`config.mk`:
```
export PLATFORM = sky130hd
export DESIGN_NAME = spike_class_decoder
export DESIGN_NICKNAME = d
export VERILOG_FILES = /design/src/rtl/spike_class_decoder.sv
export SDC_FILE = /design/constraint.sdc
export NUM_CORES = 1
export LEC_CHECK = 0
export CAP_MARGIN = 25
export CORE_MARGIN = 2
export CORE_UTILIZATION = 30
export CTS_BUF_LIST = sky130_fd_sc_hd__clkbuf_4 sky130_fd_sc_hd__clkbuf_8
export CTS_CLUSTER_DIAMETER = 80
export DETAILED_ROUTE_END_ITERATION = 16
export GPL_TIMING_DRIVEN = 0
export PLACE_DENSITY = 0.56
export SLEW_MARGIN = 20
export SYNTH_ARGS = -nofsm -noshare
export SYNTH_HDL_FRONTEND = slang
export SYNTH_SLANG_ARGS = --single-unit
```
`constraint.sdc`:
```
create_clock -name clk -period 3.3 [get_ports clk]
set_clock_uncertainty 0.1 [all_clocks]
set_input_delay 0.66 -clock clk [delete_from_list [all_inputs] [get_ports clk]]
set_output_delay 0.66 -clock clk [all_outputs]
set_load 0.01 [all_outputs]
```
`src/rtl/spike_class_decoder.sv`:
```
// spike_class_decoder
//   Counts output-layer AER spikes per class over one classification window,
//   then scans the counters sequentially and reports the argmax class through
//   a valid/ready handshake. Counters clear on the handshake and the next
//   window starts on the following edge.
//
// Ports
//   clk           clock, rising edge
//   rst_n         asynchronous active-low reset
//   spike_in      spike event valid (one per cycle max)
//   addr_in[2:0]  spiking neuron address, qualified by spike_in
//   window_end    single-cycle pulse closing the current window
//   result_ready  consumer accepts the result
//   class_valid   result available
//   class_out     winning class address
//   max_count     spike count of the winning class
//   lost          sticky: spike/window_end dropped or counter saturated
//   busy          high whenever not accumulating
//
// state    | meaning
// ---------+----------------------------------------------------
// ST_ACCUM | counting spikes, waiting for window_end
// ST_SCAN  | comparing one counter per cycle, idx 0..N_CLASSES-1
// ST_HOLD  | presenting result until result_ready
module spike_class_decoder #(
  parameter int N_CLASSES = 8,
  parameter int CNT_W     = 8
) (
  input  logic             clk,
  input  logic             rst_n,
  input  logic             spike_in,
  input  logic [2:0]       addr_in,
  input  logic             window_end,
  input  logic             result_ready,
  output logic             class_valid,
  output logic [2:0]       class_out,
  output logic [CNT_W-1:0] max_count,
  output logic             lost,
  output logic             busy
);

  localparam logic [1:0] ST_ACCUM = 2'd0;
  localparam logic [1:0] ST_SCAN  = 2'd1;
  localparam logic [1:0] ST_HOLD  = 2'd2;

  localparam logic [3:0] N_LIM    = 4'(N_CLASSES);
  localparam logic [2:0] LAST_IDX = 3'(N_CLASSES - 1);

  logic [1:0]       state;
  logic [CNT_W-1:0] cnt [N_CLASSES];
  logic [2:0]       idx;
  logic [2:0]       best_idx;
  logic [CNT_W-1:0] best_cnt;

  logic             addr_ok;
  logic             handshake;
  logic             lost_set;
  logic [CNT_W-1:0] cnt_sel;
  logic [CNT_W-1:0] scan_cnt;
  logic             scan_gt;

  assign addr_ok   = ({1'b0, addr_in} < N_LIM);
  assign handshake = (state == ST_HOLD) && result_ready;
  assign busy      = (state != ST_ACCUM);

  always_comb begin
    cnt_sel = '0;
    if (addr_ok) cnt_sel = cnt[addr_in];
  end

  assign scan_cnt = cnt[idx];
  // strict compare keeps the lowest address on ties
  assign scan_gt  = (scan_cnt > best_cnt);

  always_comb begin
    lost_set = 1'b0;
    if (state == ST_ACCUM) begin
      // a spike hitting an already saturated counter is a lost event
      if (spike_in && (!addr_ok || (cnt_sel == '1))) lost_set = 1'b1;
    end else if (spike_in || window_end) begin
      lost_set = 1'b1;
    end
  end

  always_ff @(posedge clk or negedge rst_n) begin
    if (!rst_n) begin
      for (int i = 0; i < N_CLASSES; i++) cnt[i] <= '0;
    end else begin
      for (int i = 0; i < N_CLASSES; i++) begin
        if (handshake) begin
          cnt[i] <= '0;
        end else if ((state == ST_ACCUM) && spike_in && addr_ok &&
                     (addr_in == 3'(i)) && (cnt[i] != '1)) begin
          cnt[i] <= cnt[i] + 1'b1;
        end
      end
    end
  end

  always_ff @(posedge clk or negedge rst_n) begin
    if (!rst_n) begin
      state       <= ST_ACCUM;
      idx         <= '0;
      best_idx    <= '0;
      best_cnt    <= '0;
      class_valid <= 1'b0;
      class_out   <= '0;
      max_count   <= '0;
      lost        <= 1'b0;
    end else begin
      // set wins over the handshake clear so a late event lands in the new window
      lost <= lost_set | (lost & ~handshake);
      case (state)
        ST_ACCUM: begin
          if (window_end) begin
            state    <= ST_SCAN;
            idx      <= '0;
            best_idx <= '0;
            best_cnt <= '0;
          end
        end
        ST_SCAN: begin
          if (scan_gt) begin
            best_idx <= idx;
            best_cnt <= scan_cnt;
          end
          if (idx == LAST_IDX) begin
            class_valid <= 1'b1;
            class_out   <= scan_gt ? idx : best_idx;
            max_count   <= scan_gt ? scan_cnt : best_cnt;
            state       <= ST_HOLD;
          end else begin
            idx <= idx + 3'd1;
          end
        end
        ST_HOLD: begin
          if (result_ready) begin
            class_valid <= 1'b0;
            state       <= ST_ACCUM;
          end
        end
        default: state <= ST_ACCUM;
      endcase
    end
  end

endmodule

```
Word level (Yosys, flattened, before mapping)
Cells that the tools add are included.
{"block": "classes", "n_addsub": 9, "mul": 0, "div": 0, "order_cmp": 3, "n_eq_ne": 23, "shifts": 0, "mux": 40, "bitwise": 5, "reduce_logical": 38}
{"operator": "8-bit 2-to-1 mux", "count": 22}
{"operator": "8-bit by 1-bit adder with 8-bit output (second input constant)", "count": 8}
{"operator": "8-bit != test (second input constant)", "count": 8}
{"operator": "8-bit binary-select mux with 3-bit select", "count": 2}
{"operator": "2-bit nonzero test", "count": 11}
{"operator": "1-bit logical AND", "count": 19}
{"operator": "8-bit case mux with 2 select lines", "count": 1}
{"operator": "3-bit == test (second input constant)", "count": 5}
{"operator": "3-bit case mux with 2 select lines", "count": 2}
{"operator": "3-bit 2-to-1 mux", "count": 3}
{"operator": "3-bit AND reduction", "count": 3}
{"operator": "8-bit == test (second input constant)", "count": 1}
{"operator": "4-bit greater-or-equal comparator (second input constant)", "count": 2}
{"operator": "8-bit greater-than comparator", "count": 1}
{"operator": "2-bit != test (second input constant)", "count": 4}
{"operator": "3-bit inverter with 4-bit output", "count": 2}
{"operator": "3-bit by 2-bit == test with 1-bit output (second input constant)", "count": 2}
{"operator": "2-bit 2-to-1 mux", "count": 3}
{"operator": "2-bit case mux with 3 select lines", "count": 1}
{"operator": "1-bit 2-to-1 mux", "count": 5}
{"operator": "2-bit AND reduction", "count": 2}
{"operator": "3-bit by 1-bit adder with 3-bit output (second input constant)", "count": 1}
{"operator": "3-bit by 1-bit == test with 1-bit output (second input constant)", "count": 1}
{"operator": "3-bit zero test", "count": 1}
{"operator": "8 further kinds", "count": 8}
{"block": "word_totals", "register_bits": 93, "latchBits": 0, "ramBits": 0, "romBits": 0, "input_bits": 8, "mem_count": 0}

Longest topological paths before layout
Gate-level depths: netlist of run 1.
{"block": "depth", "ltp_word": 9, "ltp_mapped": 11, "mapped_depth_nobuf": 8}

Least setup slack after synthesis of run 1
Ideal clock, no wire load.
{"block": "synth_path", "path_type": "register -> register", "startpoint": "register idx[1]", "endpoint": "register best_cnt[0]", "setup_time_ns": 0.126, "arrival_ns": 2.936, "setup_slack_ns": 0.138, "path_stages_with_launch": 12, "n_path_buf": 3, "synth_period_minus_slack_ns": 3.162, "path_cell_list": "dfrtp_1 buf_2 buf_2 mux4_2 mux2_2 ha_1 nor2b_1 o211ai_1 a211o_1 clkbuf_1 nand2_1 a221o_1"}
{"block": "synth_via", "elab_chain_cells": 7}
{"item": "start, declared", "line_no": "51", "source": "logic [2:0] idx;"}
{"item": "start signal, assigned", "line_no": "133", "source": "idx <= idx + 3'd1;"}
{"item": "3-bit inverter with 4-bit output (implied by the code) (*)", "line_no": "71", "source": "assign scan_cnt = cnt[idx];"}
{"item": "8-bit binary-select mux with 3-bit select (*)", "line_no": "71"}
{"item": "8-bit 2-to-1 mux (implied by the code) (*) (2 in a row)", "line_no": "71"}
{"item": "8-bit greater-than comparator", "line_no": "73", "source": "assign scan_gt = (scan_cnt > best_cnt);"}
{"item": "8-bit 2-to-1 mux (*)"}
{"item": "8-bit case mux with 2 select lines (*)", "line_no": "113", "source": "case (state)"}
{"item": "end signal, assigned", "line_no": "125", "source": "best_cnt <= scan_cnt;"}
{"item": "end, declared", "line_no": "53", "source": "logic [CNT_W-1:0] best_cnt;"}
Mark *: on every way between the ends. The rest lies on a longest branch, timed or not. The select of a mux whose other input is x is not followed.
A chain may end at the register's enable or synchronous reset.

Worst setup path in the final report of run 1
{"block": "layout_path", "startpoint": "register idx[2]", "endpoint": "register best_cnt[0]"}
Same word-level chain as after synthesis.

==> results of run 1 <==
==> metal layers <==
| metal | share of wire | global-route usage |
|---|---|---|
| met5 | 0 | 0 |
| met2 | 0.45 | 0.235 |
| met1 | 0.46 | 0.209 |
| met4 | 0.040 | 0.0795 |
| met3 | 0.046 | 0.0282 |
==> synth_stat cells (14+ instances only) <==
library cell,n
clkbuf_1,23
dfrtp_1,93
ha_1,18
inv_1,16
mux4_2,16
nand2_1,38
nand3_1,36
nand4_1,34
nor2_1,77
o211ai_1,14
o21ai_0,17
xnor2_1,17
xor2_1,27
==> layout make-up <==
| class | count | area [um2] |
|---|---|---|
| plain buffers | 33 | 180 |
| clock buffers | 12 | 165 |
| clock inverters | 4 | 55.1 |
| fillers | 1837 | 11700 |
| inverters | 16 | 60.1 |
| multi-input cells | 422 | 3020 |
| flip-flops and latches | 93 | 2330 |
| well taps | 229 | 287 |
| repair buffers | 23 | 241 |
==> final timing paths <==
check | cells after the start | to | slack [ns]
worst max-delay path | 9 | best_cnt[0] | 0.12
worst max register to register | 9 | best_cnt[0] | 0.12
worst min register to register | 1 | class_valid | 0.39
worst min-delay path | 1 | max_count[7] | 0.06
max in group asynchronous | 2 | idx[1] | 2.42
min in group clk | 1 | class_valid | 0.39
==> per-stage QoR <==
stage	hold slack (ns)	instance area, um2	cells
4_1_cts	0.0613	6280	829
6_report	0.0622	6340	832
2_1_floorplan	0.264	5530	564
5_1_grt	0.0763	6340	832
3_5_place_dp	0.379	6040	813
3_3_place_gp	0.371	6010	812
==> repair_timing <==
action	CTS	global route
pin swaps	0	4
gates resized for setup	12	13
setup endpoints to repair	22	20
endpoints found under the hold margin	0	0
buffers inserted	0	3
hold buffers	0	0
==> power by group <==
group	internal [mW]	total, mW	switching [mW]
sequential	1.39	1.68	0.285
combinational	0.983	2.22	1.24
clock	0.415	0.836	0.421
total	2.79	4.73	1.94
==> sequential cells by signal (all words and copies together), names as in the netlist <==
register     count
class_valid      1
state            2
max_count        8
lost             1
class_out        3
best_cnt         8
idx              3
cnt             64
best_idx         3
==> cells in the final DEF (no fill, tap or decap), types with 3 or more instances in the layout <==
cell,Yosys,layout
a22o_1,6,6
clkbuf_1,23,18
nor2_1,77,76
mux4_2,16,16
or2_2,3,3
nand4_1,34,34
ha_1,18,18
buf_6,0,3
buf_4,0,4
clkbuf_2,0,4
xor2_1,27,27
clkbuf_8,0,12
nand3_1,36,36
a311oi_4,3,3
clkdlybuf4s50_1,0,18
inv_1,16,16
mux2i_1,11,11
mux2_2,8,8
nor3_1,11,11
buf_2,8,4
xnor2_1,17,17
dfrtp_1,93,91
o211ai_1,14,14
nand2_1,38,38
and4_1,3,3
and2_1,5,5
a21oi_1,9,9
and3_1,9,9
nor2b_1,7,7
a31oi_1,12,12
a21o_1,3,3
o21ai_0,17,16
o21ai_1,4,5
or3_1,4,4
==> critical path, stage by stage, from the launching register on <==
cell and delay [ns]:
dfrtp_2 0.42, buf_8 0.16, mux4_2 0.51, mux2_2 0.33
ha_1 0.32, nand4_1 0.20, o21ai_1 0.26, clkbuf_2 0.26
nand2_1 0.15, a221o_1 0.35
==> kinds of logic after synthesis <==
logic type,count (synthesis)
AOI/OAI and AO/OA,82
DFF,93
muxes,35
xor gates and xnor gates,44
buffers and inverters,49
adders and majority gates,18
and+or+nand+nor,243
==> results.yml, run 1 <==
critical_path:
  rr_startpoint: "idx[2]"
  crit_start: "idx[2]"
  cp.required_ns: 3.47
  crit_fanout: 10
  crit_path_end_kind: "flop"
  cp.arrival_ns: 3.35
  cp-start-kind: "flop"
  criticalPathCategory: "reg -> reg"
cells_and_area:
  area_delta_synth_final_pct: 14.5
  fin_util: 0.352
  nets: 624
  diodes: 0
  drive_above_1_share: 0.119
sta:
  relSlewSlack: 0.537
  setup_viol_count_final: 0
  setup_ws_ns: 0.123
  fin_crit_ns: 3.18
  finalHoldViolCount: 0
  max_freq_mhz: 315
  period_share: 0.963
  drv_slew: 0
  worst_slew_pin_slew_ns: 0.693
  tns_ns: 0
clock_network:
  cts_tree: "built"
  clk_path_buf_depth: 2
  ctsRootBufferMaster: "clkbuf_8"
  clk_pin_slew_ns: 0.10
  clkSinkCount: 93
  h-tree-depth: 3
  cts_buffers: 9
  insertion_delay_ns: 0.38
die:
  start_util: 0.307
  num_io_pins: 22
  rows: 49
  die_w_um: 140
  die_h_um: 140
  coreArea_mm2: 0.0180
  die_area_mm2: 0.0195
routing:
  wl_per_cell_um: 17.3
  drtIter0Drc: 339
  dr.pass1.iters: 5
  routed_wl_um: 14400
  detail-route-antenna-nets: 0
  viasPerCell: 5.43
  drc: 0
  vias: 4518
synthesis:
  async_reset_ff_frac: 1.00
  synthMuxAreaShare: 0.101
  ys_seq_area_frac: 0.421
  synthSimpleGateAreaFrac: 0.221
  synth_compound_area_frac: 0.112
  synth_cell_types: 54
  synth_warnings: 0
  synth_top_area_frac: 0.421
  synth_top_family_by_area: "simple AND/OR/NAND/NOR gates"
  synth_nets: 590
  ys_ff_latch: 93
  synth_area_leaders: "dfrtp_1, mux4_2, nor2_1"
  avgSynthCellArea_um2: 9.81
  synth_top_cell_by_area: "dfrtp_1"
  synth_cells: 564
  syn_area_mm2: 0.00553
  synthXorXnorAreaFrac: 0.0697
  synthFlopType: "dfrtp_1"
  synth_edf_count: 0
  yosys.area_share.adder: 0.0407
place:
  port_buffers: 19
  place_hpwl_um: 10900
  place_congestion: 0.905
  pre_cts_slack_ns: -0.415
hold_path:
  min_path_type: "in -> async"
grt:
  grt_max_degree: 57
  grt_pass1_vias: 4531
  track_usage: 0.154
  overflow: 0
  grt_pass1_wl_um: 24100
  antenna_found_initial: 0
pwr:
  p_per_area_mw_per_mm2: 747
  fin_total_pwr_mw: 4.73
  ir_drop_uv: 394
  power_leakage_nw: 2.61
outcome:
  status: "completed"
run:
  cap_viol_max_count: 0
(Power assumes the default switching activity.)
==> run 2: changes to the inputs <==
Settings changed: CORE_MARGIN 2 to 10.
==> run 2 against run 1 <==
  * Utilization rose by 0.10 points
  * Fmax fell by 0.55%
  * Wire length rose by 1.9%
  * Cell area rose by 0.30%
  * Critical endpoint is now class_out[0]
  * Setup slack got worse by 0.018 ns
  * Critical path type unchanged
  * Global-route usage fell by 3.1 points
  * Via count fell by 0.33%
  * Final cell count rose by 0.24%
==> results.yml, run 2 (synthesis gave the netlist of run 1 again) <==
die:
  die_h_um: 156
  num_io_pins: 22
  die_w_um: 156
  rows: 49
  start_util: 0.307
  coreArea_mm2: 0.0180
  die_area_mm2: 0.0243
run:
  cap_viol_max_count: 0
grt:
  overflow: 0
  grt_max_degree: 70
  antenna_found_initial: 0
  grt_pass1_wl_um: 24300
  track_usage: 0.123
  grt_pass1_vias: 4465
sta:
  worst_slew_pin_slew_ns: 0.684
  fin_crit_ns: 3.19
  setup_ws_ns: 0.105
  period_share: 0.968
  relSlewSlack: 0.543
  tns_ns: 0
  max_freq_mhz: 313
  drv_slew: 0
  setup_viol_count_final: 0
  finalHoldViolCount: 0
routing:
  wl_per_cell_um: 17.6
  vias: 4503
  drc: 0
  drtIter0Drc: 339
  viasPerCell: 5.40
  detail-route-antenna-nets: 0
  routed_wl_um: 14700
  dr.pass1.iters: 5
clock_network:
  h-tree-depth: 3
  clk_path_buf_depth: 2
  clkSinkCount: 93
  ctsRootBufferMaster: "clkbuf_8"
  cts_tree: "built"
  postCtsHoldBufs: 0
  insertion_delay_ns: 0.40
  cts_buffers: 9
  clk_pin_slew_ns: 0.10
pwr:
  pwr-share-comb: 0.479
  pwr-share-clk: 0.177
  p_per_area_mw_per_mm2: 767
  power.switching_mw: 1.99
  ir_drop_uv: 414
  power_leakage_nw: 2.63
  seq_power_share: 0.344
  fin_total_pwr_mw: 4.88
  p_int_mw: 2.89
  p_sw_frac: 0.407
cells_and_area:
  final_common_cell: "dfrtp_1"
  nets: 626
  largest_register: "cnt"
  diodes: 0
  reg_top3: "cnt: 64 flops, best_cnt: 8 flops, max_count: 8 flops"
  layout_common_cells: "dfrtp_1, nor2_1, nand2_1"
  fin_cells: 834
  drive_above_1_share: 0.126
  fin_util: 0.353
  area_delta_synth_final_pct: 14.9
  largest_reg_flops: 64
critical_path:
  cp.required_ns: 3.53
  criticalPathCategory: "reg -> reg"
  rr_startpoint: "idx[1]"
  cp.arrival_ns: 3.42
  crit_path_end_kind: "flop"
  cp-start-kind: "flop"
  timing.rr.end: "class_out[0]"
  crit_fanout: 10
  rrSetupSlack_ns: 0.11
  rr_worst_depth: 11
place:
  place_hpwl_um: 11100
  place_congestion: 0.913
  pre_cts_slack_ns: -0.409
  dpl.cell_count: 813
  port_buffers: 19
outcome:
  status: "completed"
hold_path:
  min_path_type: "in -> async"
## run 2: cell types whose count changed in the layout (fill, tap and decap cells not counted), sizes merged
cell      previous run  this run
buf                 16        20
clkbuf              34        30
clkinv               2         4
bufinv               1         2
clkinvlp             1         0
## run 2: layer usage
metal	vias to the layer above	wire length [um]	share of wire	track usage
met1	2236	6850	0.47	0.163
met5	-	0	0	0
li1	2130	-	-	-
met3	24	698	0.048	0.0204
met4	0	317	0.022	0.0508
met2	113	6810	0.46	0.193
## run 2: layout make-up
cell class / count / area, um2
clock buffer: 10 / 131
sequential: 93 / 2330
tap: 229 / 287
buffer: 33 / 185
multi-input combinational: 422 / 3020
timing repair buffer: 25 / 256
inverter: 16 / 60.1
clock inverter: 6 / 87.6
fill: 1824 / 11700
## run 2: what timing repair did
item                                    4_1_cts  5_1_grt
endpoints found under the setup margin       22       21
hold endpoints to repair                      0        0
resized for setup                            12       24
pin swaps                                     0        3
buffers inserted                              0        5
## run 2: critical path, stage by stage (launching register included)
cell	delay, ns
dfrtp_2	0.41
buf_8	0.16
mux4_2	0.56
mux2_2	0.33
ha_1	0.30
nor2b_1	0.16
o211ai_1	0.16
buf_4	0.17
a211oi_2	0.28
buf_4	0.22
o21ai_0	0.09
a31oi_1	0.19
## run 2: through the flow
step	hold WS, ns	area, um2
after global placement	0.371	6010
final	0.0188	6360
after global routing	0.0284	6360
after floorplan	0.264	5530
after CTS	0.0133	6280
after detailed placement	0.370	6040
## run 2: power groups by stage
stage | Clock (mW) | Sequential (mW) | Combinational, mW
floorplan | 0 | 1.64 | 1.42
global placement | 0 | 1.69 | 1.99
detailed placement | 0 | 1.69 | 2.04
CTS | 0.883 | 1.68 | 2.10
global route | 0.931 | 1.71 | 2.56
finish | 0.865 | 1.68 | 2.34
## run 2: worst max-delay path by stage
stage | end | startpoint | slack (ns)
floorplan | best_cnt[0] | idx[1] | 0.14
global placement | cnt[24] | rst_n | -2.04
detailed placement | best_cnt[0] | idx[1] | -0.41
CTS | best_cnt[0] | idx[1] | 0.01
global route | max_count[2] | idx[1] | -0.02
finish | class_out[0] | idx[1] | 0.11
